`src/rtl/serial_link_arbiter_pkg.sv`:
```
// serial_link_pkg: shared state encoding and frame constants for the serial link arbiter
package serial_link_pkg;
  typedef enum logic [1:0] {IDLE, PRE, DATA, GAP} state_t;
  localparam logic [1:0] PREAMBLE = 2'b11;
  localparam int PREAMBLE_W = 2;
  localparam int FRAME_W = 32;
endpackage

```
`src/rtl/serial_link_arbiter_if.sv`:
```
// serial_link_arbiter_if: requester handshake plus serial lane and status
interface serial_link_arbiter_if #(
  parameter int NUM_REQ = 4,
  parameter int PAYLOAD_W = 30
);
  logic [NUM_REQ-1:0] req_valid;
  logic [NUM_REQ*PAYLOAD_W-1:0] req_data;
  logic [NUM_REQ-1:0] req_ready;
  logic serial_out;
  logic [$clog2(NUM_REQ)-1:0] grant_id;
  logic busy;
  logic frame_done;
  modport master(output req_valid, req_data, input req_ready, serial_out, grant_id, busy, frame_done);
  modport slave(input req_valid, req_data, output req_ready, serial_out, grant_id, busy, frame_done);
endinterface

```
`src/rtl/serial_link_arbiter_rr.sv`:
```
// rr_arbiter: combinational round-robin pick starting at ptr, one-hot plus encoded index
module rr_arbiter #(
  parameter int NUM_REQ = 4,
  localparam int ID_W = $clog2(NUM_REQ)
) (
  input  logic [NUM_REQ-1:0] req,
  input  logic [ID_W-1:0]    ptr,
  output logic [NUM_REQ-1:0] gnt,
  output logic [ID_W-1:0]    idx
);
  // walk offsets from far to near so the closest valid requester to ptr wins
  always_comb begin
    idx = '0;
    for (int i = NUM_REQ - 1; i >= 0; i--)
      idx = req[(int'(ptr) + i) % NUM_REQ] ? ID_W'((int'(ptr) + i) % NUM_REQ) : idx;
    gnt = (|req) ? NUM_REQ'(1) << idx : '0;
  end
endmodule

```
`src/rtl/serial_link_arbiter.sv`:
```
// serial_link_arbiter: round-robin grant of one word, framed as {11, payload} then an idle gap
module serial_link_arbiter
  import serial_link_pkg::*;
#(
  parameter int NUM_REQ = 4,
  parameter int PAYLOAD_W = FRAME_W - PREAMBLE_W,
  parameter int GAP_CYCLES = 2
) (
  input logic clk,
  input logic rst,
  serial_link_arbiter_if.slave bus
);
  localparam int ID_W = $clog2(NUM_REQ);
  localparam int CNT_W = $clog2(PAYLOAD_W + GAP_CYCLES + PREAMBLE_W);
  state_t state;
  logic [PAYLOAD_W-1:0] shift_reg;
  logic [CNT_W-1:0] bit_cnt;
  logic [ID_W-1:0] rr_ptr, win;
  logic [NUM_REQ-1:0] gnt;
  logic accept;
  rr_arbiter #(.NUM_REQ(NUM_REQ)) u_arb (.req(bus.req_valid), .ptr(rr_ptr), .gnt(gnt), .idx(win));
  // ready is masked by rst so it drops immediately when reset is asserted
  assign bus.req_ready = (state == IDLE && !rst) ? gnt : '0;
  assign accept = |bus.req_ready;
  assign bus.busy = state != IDLE;
  // serial_out is loaded with the bit due in the following cycle
  always_ff @(posedge clk or posedge rst) begin
    if (rst) begin
      state <= IDLE;
      shift_reg <= '0;
      bit_cnt <= '0;
      rr_ptr <= '0;
      bus.serial_out <= 1'b0;
      bus.grant_id <= '0;
      bus.frame_done <= 1'b0;
    end else begin
      case (state)
        IDLE: begin
          bus.serial_out <= accept ? PREAMBLE[1] : 1'b0;
          if (accept) begin
            state <= PRE;
            shift_reg <= bus.req_data[int'(win)*PAYLOAD_W +: PAYLOAD_W];
            bus.grant_id <= win;
            rr_ptr <= ID_W'((int'(win) + 1) % NUM_REQ);
            bit_cnt <= '0;
          end
        end
        PRE: begin
          if (bit_cnt == CNT_W'(PREAMBLE_W - 1)) begin
            state <= DATA;
            bit_cnt <= '0;
            bus.serial_out <= shift_reg[PAYLOAD_W-1];
          end else begin
            bit_cnt <= bit_cnt + CNT_W'(1);
            bus.serial_out <= PREAMBLE[0];
          end
        end
        DATA: begin
          shift_reg <= shift_reg << 1;
          if (bit_cnt == CNT_W'(PAYLOAD_W - 1)) begin
            state <= GAP;
            bit_cnt <= '0;
            bus.serial_out <= 1'b0;
            bus.frame_done <= 1'b1;
          end else begin
            bit_cnt <= bit_cnt + CNT_W'(1);
            bus.serial_out <= shift_reg[PAYLOAD_W-2];
          end
        end
        GAP: begin
          bus.frame_done <= 1'b0;
          bus.serial_out <= 1'b0;
          if (bit_cnt == CNT_W'(GAP_CYCLES - 1)) begin
            state <= IDLE;
            bit_cnt <= '0;
          end else begin
            bit_cnt <= bit_cnt + CNT_W'(1);
          end
        end
      endcase
    end
  end
endmodule
```
`src/flat_wrapper.sv`:
```
// flat-port wrapper written by rule: the top's interface ports become plain ports
module serial_link_arbiter_flat import serial_link_pkg::*;
#(
  parameter int NUM_REQ = 4,
  parameter int PAYLOAD_W = FRAME_W - PREAMBLE_W,
  parameter int GAP_CYCLES = 2
)
  (clk, rst, bus_req_valid, bus_req_data, bus_req_ready, bus_serial_out, bus_grant_id, bus_busy, bus_frame_done);
  serial_link_arbiter_if #(.NUM_REQ(NUM_REQ), .PAYLOAD_W(PAYLOAD_W)) bus_i ();
  input logic clk;
  input logic rst;
  input wire logic [$bits(bus_i.req_valid)-1:0] bus_req_valid;
  input wire logic [$bits(bus_i.req_data)-1:0] bus_req_data;
  output wire logic [$bits(bus_i.req_ready)-1:0] bus_req_ready;
  output wire logic [$bits(bus_i.serial_out)-1:0] bus_serial_out;
  output wire logic [$bits(bus_i.grant_id)-1:0] bus_grant_id;
  output wire logic [$bits(bus_i.busy)-1:0] bus_busy;
  output wire logic [$bits(bus_i.frame_done)-1:0] bus_frame_done;
  assign bus_i.req_valid = bus_req_valid;
  assign bus_i.req_data = bus_req_data;
  assign bus_req_ready = bus_i.req_ready;
  assign bus_serial_out = bus_i.serial_out;
  assign bus_grant_id = bus_i.grant_id;
  assign bus_busy = bus_i.busy;
  assign bus_frame_done = bus_i.frame_done;
  serial_link_arbiter #(.NUM_REQ(NUM_REQ), .PAYLOAD_W(PAYLOAD_W), .GAP_CYCLES(GAP_CYCLES)) u_core (.clk(clk), .rst(rst), .bus(bus_i));
endmodule
```
`config.mk`:
```
export PLATFORM = sky130hd
export DESIGN_NAME = serial_link_arbiter_flat
export DESIGN_NICKNAME = d
export VERILOG_FILES = /design/src/rtl/serial_link_arbiter_pkg.sv /design/src/rtl/serial_link_arbiter_if.sv /design/src/rtl/serial_link_arbiter_rr.sv /design/src/rtl/serial_link_arbiter.sv /design/src/flat_wrapper.sv
export SDC_FILE = /design/constraint.sdc
export NUM_CORES = 1
export LEC_CHECK = 0
export BUFFER_PORTS_ARGS = -buffer_cell sky130_fd_sc_hd__buf_2
export CORE_UTILIZATION = 28
export DETAILED_ROUTE_END_ITERATION = 16
export GPL_ROUTABILITY_DRIVEN = 0
export PLACE_DENSITY_LB_ADDON = 0.2
export SYNTH_ARGS = -nofsm -noshare
export SYNTH_HDL_FRONTEND = slang
export SYNTH_SLANG_ARGS = --single-unit
```
`constraint.sdc`:
```
create_clock -name clk -period 2.1 [get_ports clk]
set_clock_uncertainty 0.15 [all_clocks]
set_input_delay 0.21 -clock clk [delete_from_list [all_inputs] [get_ports clk]]
set_output_delay 0.21 -clock clk [all_outputs]
set_load 0.005 [all_outputs]
```
Yosys cells after proc, flatten, opt, wreduce, memory -nomap -nowiden
Cells that the tools add are included.
- register bits after elaboration: 44
- latch bits: 0
- bits in writable memories: 0
- bits in read-only memories: 0
- bits of input ports: 126
- output and inout port bits: 9
- logic and storage cells: 81
- memories: 0
- add/sub/neg operators: 5
- $mul: 1
- div/mod/pow operators: 0
- $lt $le $gt $ge: 4
- eq/ne operators: 9
- shift operators: 2
- muxes and demuxes: 34
- bitwise logic cells: 3
- reduce and logical (&&, ||, !) cells: 16
- operators by type and width (cell ; count):
    indexed part select 120 x 32 -> 30 bit ; 1
    case mux 30 bit (2 select lines) ; 1
    2-to-1 mux 30 bit ; 1
    2-to-1 mux 6 bit ; 3
    case mux 6 bit (3 select lines) ; 1
    2-to-1 mux 2 bit ; 8
    < comparator 3 x 4 -> 1 bit, second input constant ; 3
    2-to-1 mux 1 bit ; 11
    binary-select mux 1 bit (select 2 bit) ; 4
    2-to-1 mux 4 bit ; 2
    inequality test 2 x 1 -> 1 bit, second input constant ; 4
    case mux 2 bit (4 select lines) ; 1
    OR reduction 2 bit ; 4
    OR reduction 4 bit ; 2
    adder 6 x 1 -> 6 bit, second input constant ; 1
    equality test 6 x 1 -> 1 bit, second input constant ; 1
    equality test 6 x 5 -> 1 bit, second input constant ; 1
    multiplier 2 x 4 -> 6 bit, second input constant ; 1
    AND reduction 2 bit ; 3
    nonzero test 2 bit ; 3
    adder 2 x 1 -> 2 bit, second input constant ; 2
    adder 2 bit, second input constant ; 2
    equality test 2 bit, second input constant ; 2
    case mux 1 bit (4 select lines) ; 1
    9 further kinds ; 11

Logic depth before layout (Yosys ltp)
Gate-level depths: netlist of run 1.
- depth in word-level cells: 16
- depth in mapped cells: 10

Modules after synthesis
A second synthesis of run 1 with hierarchy kept.
- cells, all modules: 255
- area total of the unflattened synthesis: 3359.5 um^2
- by module, submodules not included (module ; times used ; cells each ; area each (um^2)):
    serial_link_arbiter ; 1 ; 224 ; 3155.5
    rr_arbiter ; 1 ; 31 ; 203.9

Worst setup path after synthesis of run 1
OpenSTA, ideal clock, no wires.
- kind: register -> register
- start: register u_core.state[0]
- end: register u_core.shift_reg[10]
- library setup time: 83 ps
- data arrival time: 1934 ps
- data required time: 1867 ps
- path slack: -66 ps
- stages on the path, launching flop included: 11
- buffers on the path: 2
- period minus slack after synthesis: 2166 ps
- cell sequence: dfrtp_1 inv_1 ha_1 inv_1 or3_1 o21ai_0 clkbuf_1 clkbuf_1 and3_1 a21oi_1 o21ai_0
- longest elaborated chain between the ends: 6
- elaborated cells on any way between the ends: 9
- those cells by class: eq/ne: 2; mux: 2; reduce/logical: 5
- ends and longest elaborated chain (element ; line ; source):
    start, declared ; serial_link_arbiter.sv:15 ; state_t state;
    start signal, assigned ; serial_link_arbiter.sv:29 ; state <= IDLE;
    start signal, assigned ; serial_link_arbiter.sv:41 ; state <= PRE;
    start signal, assigned ; serial_link_arbiter.sv:50 ; state <= DATA;
    zero test 2 bit ; serial_link_arbiter.sv:23, serial_link_arbiter.sv:37 ;
    logical AND 1 bit ; serial_link_arbiter.sv:23 ; assign bus.req_ready = (state == IDLE && !rst) ? gnt : '0;
    2-to-1 mux 4 bit ; serial_link_arbiter.sv:23 ;
    OR reduction 4 bit ; serial_link_arbiter.sv:24 ; assign accept = |bus.req_ready;
    inequality test 2 x 1 -> 1 bit (no source line) ; n/a ;
    AND reduction 2 bit (no source line) ; n/a ;
    end signal, assigned ; serial_link_arbiter.sv:42 ; shift_reg <= bus.req_data[int'(win)*PAYLOAD_W +: PAYLOAD_W];
    end signal, assigned ; serial_link_arbiter.sv:59 ; shift_reg <= shift_reg << 1;
    end, declared ; serial_link_arbiter.sv:16 ; logic [PAYLOAD_W-1:0] shift_reg;
Parallel ways exist; a longest one is shown, timed or not.
A chain may end at the register's enable or synchronous reset.

Worst setup path in the final report of run 1
- start: register u_core.rr_ptr[1]
- end: output port bus_req_ready[1]
- longest elaborated chain between the ends: 11
- elaborated cells on any way between the ends: 21
- those cells by class: add/sub: 3; shift: 1; mux: 17
- ends and longest elaborated chain (element ; line ; source):
    start, declared ; serial_link_arbiter.sv:18 ; logic [ID_W-1:0] rr_ptr, win;
    start signal, assigned ; serial_link_arbiter.sv:44 ; rr_ptr <= ID_W'((int'(win) + 1) % NUM_REQ);
    adder 2 bit ; serial_link_arbiter_rr.sv:15 ; idx = req[(int'(ptr) + i) % NUM_REQ] ? ID_W'((int'(ptr) + i) % NUM_REQ) : idx;
    binary-select mux 1 bit (select 2 bit) ; serial_link_arbiter_rr.sv:15 ;
    2-to-1 mux 1 bit (not written as such) (2 in a row) ; serial_link_arbiter_rr.sv:15 ;
    2-to-1 mux 2 bit (3 in a row) ; serial_link_arbiter_rr.sv:15 ;
    2-to-1 mux 2 bit * ; serial_link_arbiter_rr.sv:15 ;
    << shifter 1 x 2 -> 4 bit * ; serial_link_arbiter_rr.sv:16 ; gnt = (|req) ? NUM_REQ'(1) << idx : '0;
    2-to-1 mux 4 bit * ; serial_link_arbiter_rr.sv:16 ;
    2-to-1 mux 4 bit * ; serial_link_arbiter.sv:23 ;
    end, declared ; flat_wrapper.sv:14 ; output wire logic [$bits(bus_i.req_ready)-1:0] bus_req_ready;
Mark *: on every way between the ends. The rest lies on a longest branch, timed or not. The select of a mux whose other input is x is not followed.

==> results of run 1 <==
-- per-stage QoR --
step           utilization [%]  setup WS (ns)
4_1_cts                   40.5        -0.0750
3_3_place_gp              38.4         0.0192
5_1_grt                   44.3         -0.141
3_5_place_dp              38.4        -0.0573
2_1_floorplan                -       -0.00622
6_report                  44.3        -0.0698
-- what timing repair did --
item,CTS,global route
setup endpoints to repair,34,35
hold buffers,0,0
pin swaps,4,11
gates cloned,0,2
setup buffers,5,16
resized for setup,18,76
hold endpoints to repair,0,0
-- worst paths after layout --
kind,endpoint,slack [ns]
setup / recovery,bus_req_ready[1],-0.07
hold / removal,u_core.shift_reg[14]$_DFFE_PP0P_,0.01
setup reg to reg,u_core.shift_reg[0]$_DFFE_PP0P_,-0.05
hold reg to reg,u_core.bus.grant_id[0]$_DFFE_PP0P_,0.32
max in group asynchronous,u_core.state[1]$_DFFE_PP0P_,1.40
min in group clk,u_core.shift_reg[5]$_DFFE_PP0P_,0.23
-- per-layer routing --
metal	vias up	wire length (um)
li1	1558	-
met1	1432	4180
met2	85	4420
met3	8	428
met4	0	126
met5	-	0
-- cell families after synthesis --
kind of cell / count (synthesis) / share of synthesized area [%]
mux: 91 / 29.6
compound gates: 88 / 16.1
simple gates: 65 / 11.6
flops: 44 / 34.1
buf+inv: 33 / 5.66
fa+ha+maj: 7 / 2.71
xor+xnor: 1 / 0.271
-- area by class of cell --
cell class	count	area (um2)	share of cell area, %
Timing Repair Buffer	188	1180	24.2
Inverter	11	41.3	0.846
Sequential cell	44	1100	22.6
Tap cell	140	175	3.59
Clock inverter	1	30.0	0.615
Clock buffer	5	125	2.56
Multi-Input combinational cell	253	2230	45.6
-- cell usage after synthesis, types with 2 or more instances --
cell / count / area (um2)
mux2i_1: 59 / 591
dfrtp_1: 44 / 1100
a21oi_1: 32 / 160
mux2_2: 31 / 349
and3_1: 28 / 175
o21ai_0: 28 / 140
o21ai_1: 12 / 60.1
clkbuf_1: 11 / 41.3
inv_1: 11 / 41.3
nand2_1: 10 / 37.5
ha_1: 7 / 87.6
buf_6: 6 / 67.6
nor2_1: 6 / 22.5
nor2b_1: 4 / 25.0
nor3_1: 4 / 20.0
buf_4: 3 / 22.5
nand3_1: 3 / 15.0
o31ai_1: 3 / 22.5
a221oi_4: 2 / 52.6
a22oi_1: 2 / 15.0
a31oi_1: 2 / 12.5
buf_2: 2 / 10.0
or2_2: 2 / 12.5
or3_1: 2 / 12.5
-- worst reg2reg max path, delay by kind of cell (launching register included) --
kind	cells	cell delay (ns)
compound gates	2	0.45
flops	1	0.40
buf+inv	2	0.38
mux	3	0.69
-- power by group through the flow --
stage / clock network [W] / registers, W / logic, W
3_5_place_dp: 0 / 0.00142 / 0.00303
6_report: 0.000868 / 0.00140 / 0.00389
3_3_place_gp: 0 / 0.00141 / 0.00297
2_1_floorplan: 0 / 0.00138 / 0.00206
4_1_cts: 0.000885 / 0.00140 / 0.00317
5_1_grt: 0.000928 / 0.00145 / 0.00425
-- layout by cell type (no fill, tap or decap), types with 2 or more instances in the layout --
cell / instances
a21oi_1: 31
nor2b_1: 4
mux2_2: 6
mux2i_1: 58
inv_1: 5
clkbuf_16: 6
mux2_4: 26
nor2_1: 4
o31ai_1: 3
o21ai_2: 17
buf_6: 7
or3_4: 2
o21ai_1: 14
nor2_4: 2
ha_1: 5
and3_1: 28
nand2_1: 10
nand3_1: 2
nor3_1: 2
buf_12: 5
buf_2: 134
inv_2: 6
or2_2: 2
o21ai_0: 8
a31oi_1: 2
buf_4: 41
dfrtp_1: 44
a221oi_4: 2
==> PnR_summary.wiki, run 1 <==
{| class="wikitable"
! Metric !! Value
|-
| Core Footprint || 11000 um2
|-
| Number of cell instances on the worst register-to-register path || 7
|-
| Clock power share || 14.1%
|-
| CTS tree || done
|-
| Critical path startpoint || u_core.rr_ptr[1]$_DFFE_PP0P_
|-
| Headroom to the max-slew limit || 60.9%
|-
| Floorplan die height || 109 um
|-
| Synth-to-layout area growth || 51.2%
|-
| Stages on the worst setup path || 6
|-
| Final design instance area without fill || between 4000 and 5000 um2
|-
| Ratio of final minimum period to clock period || 103%
|-
| Slack of the critical path || -0.0698 ns
|-
| Combinational share of power || 63.1%
|-
| Met2 Use GR || 25.2%
|-
| Placed Instance Area || 4230 um2
|-
| Sequential cell fraction of total power || 22.8%
|-
| Library cell contributing the largest single delay on the critical path || dfrtp_1
|-
| Proportion of synthesized chip area in sequential cells || 34.1%
|-
| I/O pin cnt || 135
|-
| Share of synthesized flip-flops with an asynchronous set or reset || 100%
|-
| Worst-skew pair later-pin latency || 0.29 ns
|-
| Outcome || finished with violations
|-
| Number of nets in the layout || 636
|-
| Class of the worst hold path || primary input to async pin
|-
| Total via count in the routed design || 3083
|-
| Average routed wire per standard cell || 14.2 um
|-
| Clock root buffer || clkbuf_16
|-
| Mapped cell area || 3230 um2
|-
| Time the final worst path needs with I/O delays and setup || around 2.2 ns
|-
| Unrepaired setup endpoints after global routing || yes
|-
| Maximum VDD drop || 0.639 mV
|-
| Crit path cell chain || mux2_4 > a221oi_4 > buf_6 > nand3_4 > nor2_4 > buf_2
|-
| Max-Cap Viols || 0
|-
| Highest clock frequency the design can meet || 461 MHz
|-
| Kind of capture point of the worst setup path || output port
|-
| Number of nets produced by synthesis || approximately 460
|-
| Iteration-0 DRC Markers || 103
|-
| Number of global-route vias before repair || 2877
|-
| Global-route congestion overflow total || 0
|-
| Crit path arrival time || between 1.5 and 2 ns
|-
| Met3 track demand over resource || 2.37%
|-
| Number of buffers created by CTS || 5
|-
| Avg Vias per Cell || 4.80
|-
| Clk slew on worst S/H paths || 0.07 ns
|-
| Per-instance average area after synthesis || 9.81 um2
|-
| Largest fanout on the critical path || 3
|-
| Number of instances in the synthesized netlist || ~330
|-
| Initial Utilization || 29.3%
|-
| Remaining antenna violation count || 0
|-
| Total GRT Usage || 14.2%
|-
| CTS Buffer Depth || 2
|-
| Pin count of the biggest net entering global routing || 45
|-
| CTS sink cnt || 44
|-
| DP HPWL || about 6300 um
|-
| Net Switching || about 0.0024 W
|-
| Share of post-route cells with drive strength above 1 || 54.2%
|-
| FP Rows || 38
|-
| Global-route wire length before repair || 13300 um
|-
| Maximum level of the CTS H-tree || 2
|-
| Die boundary width || 109 um
|-
| Drt pass-1 iters || 4
|-
| Number of enable flip-flop cells after synthesis || 0
|-
| Commonest register cell after synthesis || dfrtp_1
|-
| Reported leakage power || between 2 and 3 nW
|-
| Combined buffer and inverter count along the critical path || 2
|-
| Failing checks || negative setup slack
|-
| Worst slew pin tran || 0.587 ns
|-
| DRT Wirelength || 9150 um
|-
| Setup-violating endpoint count in the final report || 20
|-
| Most utilized layer in the global route result || met2
|-
| Startpoint Class || flip-flop
|-
| Max incr delay on CP || around 0.4 ns
|-
| Final antenna diode count || 0
|-
| Category of the critical setup timing path || flip-flop to output port
|-
| Inst Count DP || 613
|-
| Port Buf Inserts || between 100 and 150
|-
| Detailed-route DRC error count || 0
|-
| Synthesis warning total || 0
|-
| PnR Total Power || 0.00617 W
|-
| Fraction of power spent switching nets || 38.8%
|-
| Final Hold Slack || 0.0107 ns
|-
| Initial antenna violation count || 0
|-
| GR Layer Usage met1 || roughly 17%
|-
| Setup TNS || -0.469 ns
|-
| Overall die area || 12000 um2
|-
| Max reg flops || 30
|-
| Internal power component || 0.00377 W
|-
| Launch instance of the worst register-to-register path || u_core.rr_ptr[1]$_DFFE_PP0P_
|-
| Number of max-slew violations in the final report || 0
|-
| Number of fill cells || roughly 1100
|-
| Count of non-filler cells in the finished layout || 642
|-
| Hold violation total from the final report || 0
|-
| Cell family with most CP delay || flip-flops
|-
| Required time reported for the critical path endpoint || between 1.5 and 2 ns
|-
| Power per Cell Area || 1260 nW/um2
|-
| Number of distinct library cell variants in the gate-level netlist after synthesis || 39
|-
| Seq cells post-synth || 44
|}
(Power assumes the default switching activity.)
==> inputs of run 2 (changes only) <==
==> constraint.sdc (replaced) <==
create_clock -name clk -period 1.8 [get_ports clk]
set_clock_uncertainty 0.15 [all_clocks]
set_input_delay 0.18 -clock clk [delete_from_list [all_inputs] [get_ports clk]]
set_output_delay 0.18 -clock clk [all_outputs]
set_load 0.005 [all_outputs]
==> run 2 against run 1 <==
The run still ends with negative setup slack left. Die area unchanged. Critical path depth unchanged. Worst setup slack got worse by 0.31 ns. Sequential share of layout area decreased by 0.84 points. Critical endpoint is now bus_req_ready[0]. Highest routed layer unchanged.
==> PnR_summary.wiki, run 2 (synthesis results as in run 1) <==
{| class="wikitable"
! Metric !! Value
|-
| Outcome || finished with violations
|-
| Failing checks || negative setup slack
|-
| Max-Cap Viols || 0
|-
| Number of global-route vias before repair || just over 3000
|-
| Setup TNS || -9.90 ns
|-
| I/O pin cnt || 135
|-
| Reported leakage power || about 2.6 nW
|-
| Share of post-route cells with drive strength above 1 || 56.9%
|-
| Setup-violating endpoint count in the final report || ~40
|-
| Count of non-filler cells in the finished layout || 648
|-
| Number of nets in the layout || 641
|-
| Total GRT Usage || 15.2%
|-
| Class of the worst hold path || primary input to async pin
|-
| Iteration-0 DRC Markers || 120
|-
| Inst Count DP || 624
|-
| Worst-skew pair later-pin latency || 0.29 ns
|-
| Most common library cell in the layout ignoring fill and taps || buf_2
|-
| Max reg flops || 30
|-
| CTS Buffer Depth || 2
|-
| Pin count of the biggest net entering global routing || 45
|-
| Top library cells by usage in the layout, fill and taps aside || buf_2 (134), mux2i_1 (59), dfrtp_1 (44)
|-
| DP HPWL || 6420 um
|-
| Category of the critical setup timing path || flip-flop to output port
|-
| Overall die area || 12000 um2
|-
| Library cell contributing the largest single delay on the critical path || dfrtp_1
|-
| Kind of capture point of the worst setup path || output port
|-
| Number of buffers created by CTS || 5
|-
| Hold violation total from the final report || 0
|-
| Worst slew pin tran || 0.818 ns
|-
| Initial Utilization || 29.3%
|-
| Global-route wire length before repair || 14200 um
|-
| Global-route congestion overflow total || 0
|-
| FP Rows || 38
|-
| Total via count in the routed design || 3175
|-
| Highest clock frequency the design can meet || 459 MHz
|-
| Startpoint Class || flip-flop
|-
| Register-to-register setup slack || -0.31 ns
|-
| CTS tree || done
|-
| Avg Vias per Cell || 4.90
|-
| Detailed-route DRC error count || 0
|-
| Remaining antenna violation count || 0
|-
| Number of max-slew violations in the final report || 0
|-
| Power per Cell Area || 1540 nW/um2
|-
| Time the final worst path needs with I/O delays and setup || 2.18 ns
|-
| Port Buf Inserts || 134
|-
| Ratio of final minimum period to clock period || 121%
|-
| End of the worst register-to-register path || u_core.shift_reg[2]$_DFFE_PP0P_
|-
| Number of cell instances on the worst register-to-register path || 7
|-
| Number of buffers added to fix hold violations after cts || 0
|-
| PnR Total Power || 0.00783 W
|-
| Drt pass-1 iters || 4
|-
| Cell family with most CP delay || buffers and inverters
|-
| Core Footprint || 11000 um2
|-
| Clock root buffer || clkbuf_16
|-
| Die boundary width || 109 um
|-
| Launch instance of the worst register-to-register path || u_core.rr_ptr[1]$_DFFE_PP0P_
|-
| CTS sink cnt || 44
|-
| Slack of the critical path || -0.377 ns
|-
| Final Hold Slack || 0.0907 ns
|-
| Crit path arrival time || 1.85 ns
|-
| Placed Instance Area || 4380 um2
|-
| Clk slew on worst S/H paths || 0.07 ns
|-
| Final antenna diode count || 0
|-
| Initial antenna violation count || 0
|-
| Required time reported for the critical path endpoint || 1.47 ns
|-
| Headroom to the max-slew limit || 45.2%
|-
| Maximum VDD drop || 0.724 mV
|-
| Largest fanout on the critical path || 6
|-
| Average routed wire per standard cell || 14.7 um
|-
| Combined buffer and inverter count along the critical path || 3
|-
| Final design instance area without fill || ~5100 um2
|-
| Maximum level of the CTS H-tree || 2
|-
| Synth-to-layout area growth || 57.1%
|-
| Floorplan die height || roughly 110 um
|-
| Unrepaired setup endpoints after global routing || yes
|-
| Max incr delay on CP || 0.42 ns
|-
| DRT Wirelength || ~9600 um
|-
| Crit path cell chain || mux2_4 > a221oi_4 > buf_6 > buf_12 > nor3_2 > buf_2
|}
## run 2: cell types whose count changed in the layout (fill, tap and decap cells not counted), sizes merged
cell,delta
buf,+6
a21boi,+1
bufinv,+1
clkbuf,-1
clkinvlp,+1
inv,-1
nor2,-1
## run 2: report_power, final
part           total [W]  switching [W]  internal [W]
logic            0.00500        0.00242       0.00258
clock network    0.00117       0.000386      0.000788
registers        0.00165       0.000224       0.00143
total            0.00783        0.00303       0.00479
## run 2: layer usage
metal	GRT usage (%)	part of all wire, %	up-vias
met3	2.31	4.8	7
met1	18.2	43	1521
met2	28.3	51	82
met4	3.52	0.77	0
met5	0	0	-
li1	-	-	1565
## run 2: layout make-up
class | count | area (um2)
Clock buffer | 5 | 125
Clock inverter | 2 | 60.1
Fill cell | 1074 | 5960
Inverter | 11 | 52.6
Multi-Input combinational cell | 253 | 2290
Sequential cell | 44 | 1100
Tap cell | 140 | 175
Timing Repair Buffer | 193 | 1260
## run 2: timing repair
action | in CTS | in global routing
endpoints found under the setup margin | 45 | 46
gates resized for setup | 47 | 47
setup buffers | 13 | 8
cloned | 2 | 1
pin swaps | 13 | 11
## run 2: worst max-delay path by stage
stage / from / to / slack [ns] / cells past startpoint
4_1_cts: u_core.rr_ptr[1]$_DFFE_PP0P_ / bus_req_ready[0] / -0.36 / 6
2_1_floorplan: u_core.rr_ptr[1]$_DFFE_PP0P_ / u_core.shift_reg[12]$_DFFE_PP0P_ / -0.23 / 5
3_3_place_gp: bus_req_valid[2] / u_core.shift_reg[29]$_DFFE_PP0P_ / -0.27 / 6
5_1_grt: u_core.rr_ptr[1]$_DFFE_PP0P_ / bus_req_ready[0] / -0.43 / 6
6_report: u_core.rr_ptr[1]$_DFFE_PP0P_ / bus_req_ready[0] / -0.38 / 6
3_5_place_dp: u_core.rr_ptr[1]$_DFFE_PP0P_ / u_core.shift_reg[27]$_DFFE_PP0P_ / -0.31 / 5
## run 2: worst min-delay path: stages
cell and delay, ns:
buf_2 0.11, buf_4 0.14, clkinvlp_4 0.08, buf_4 0.49
## run 2: through the flow
stage / util [%] / worst slack, ns
finish: 46.0 / -0.377
global placement: 39.7 / -0.269
floorplan: - / -0.227
detailed placement: 39.7 / -0.310
CTS: 44.7 / -0.358
global route: 46.0 / -0.429
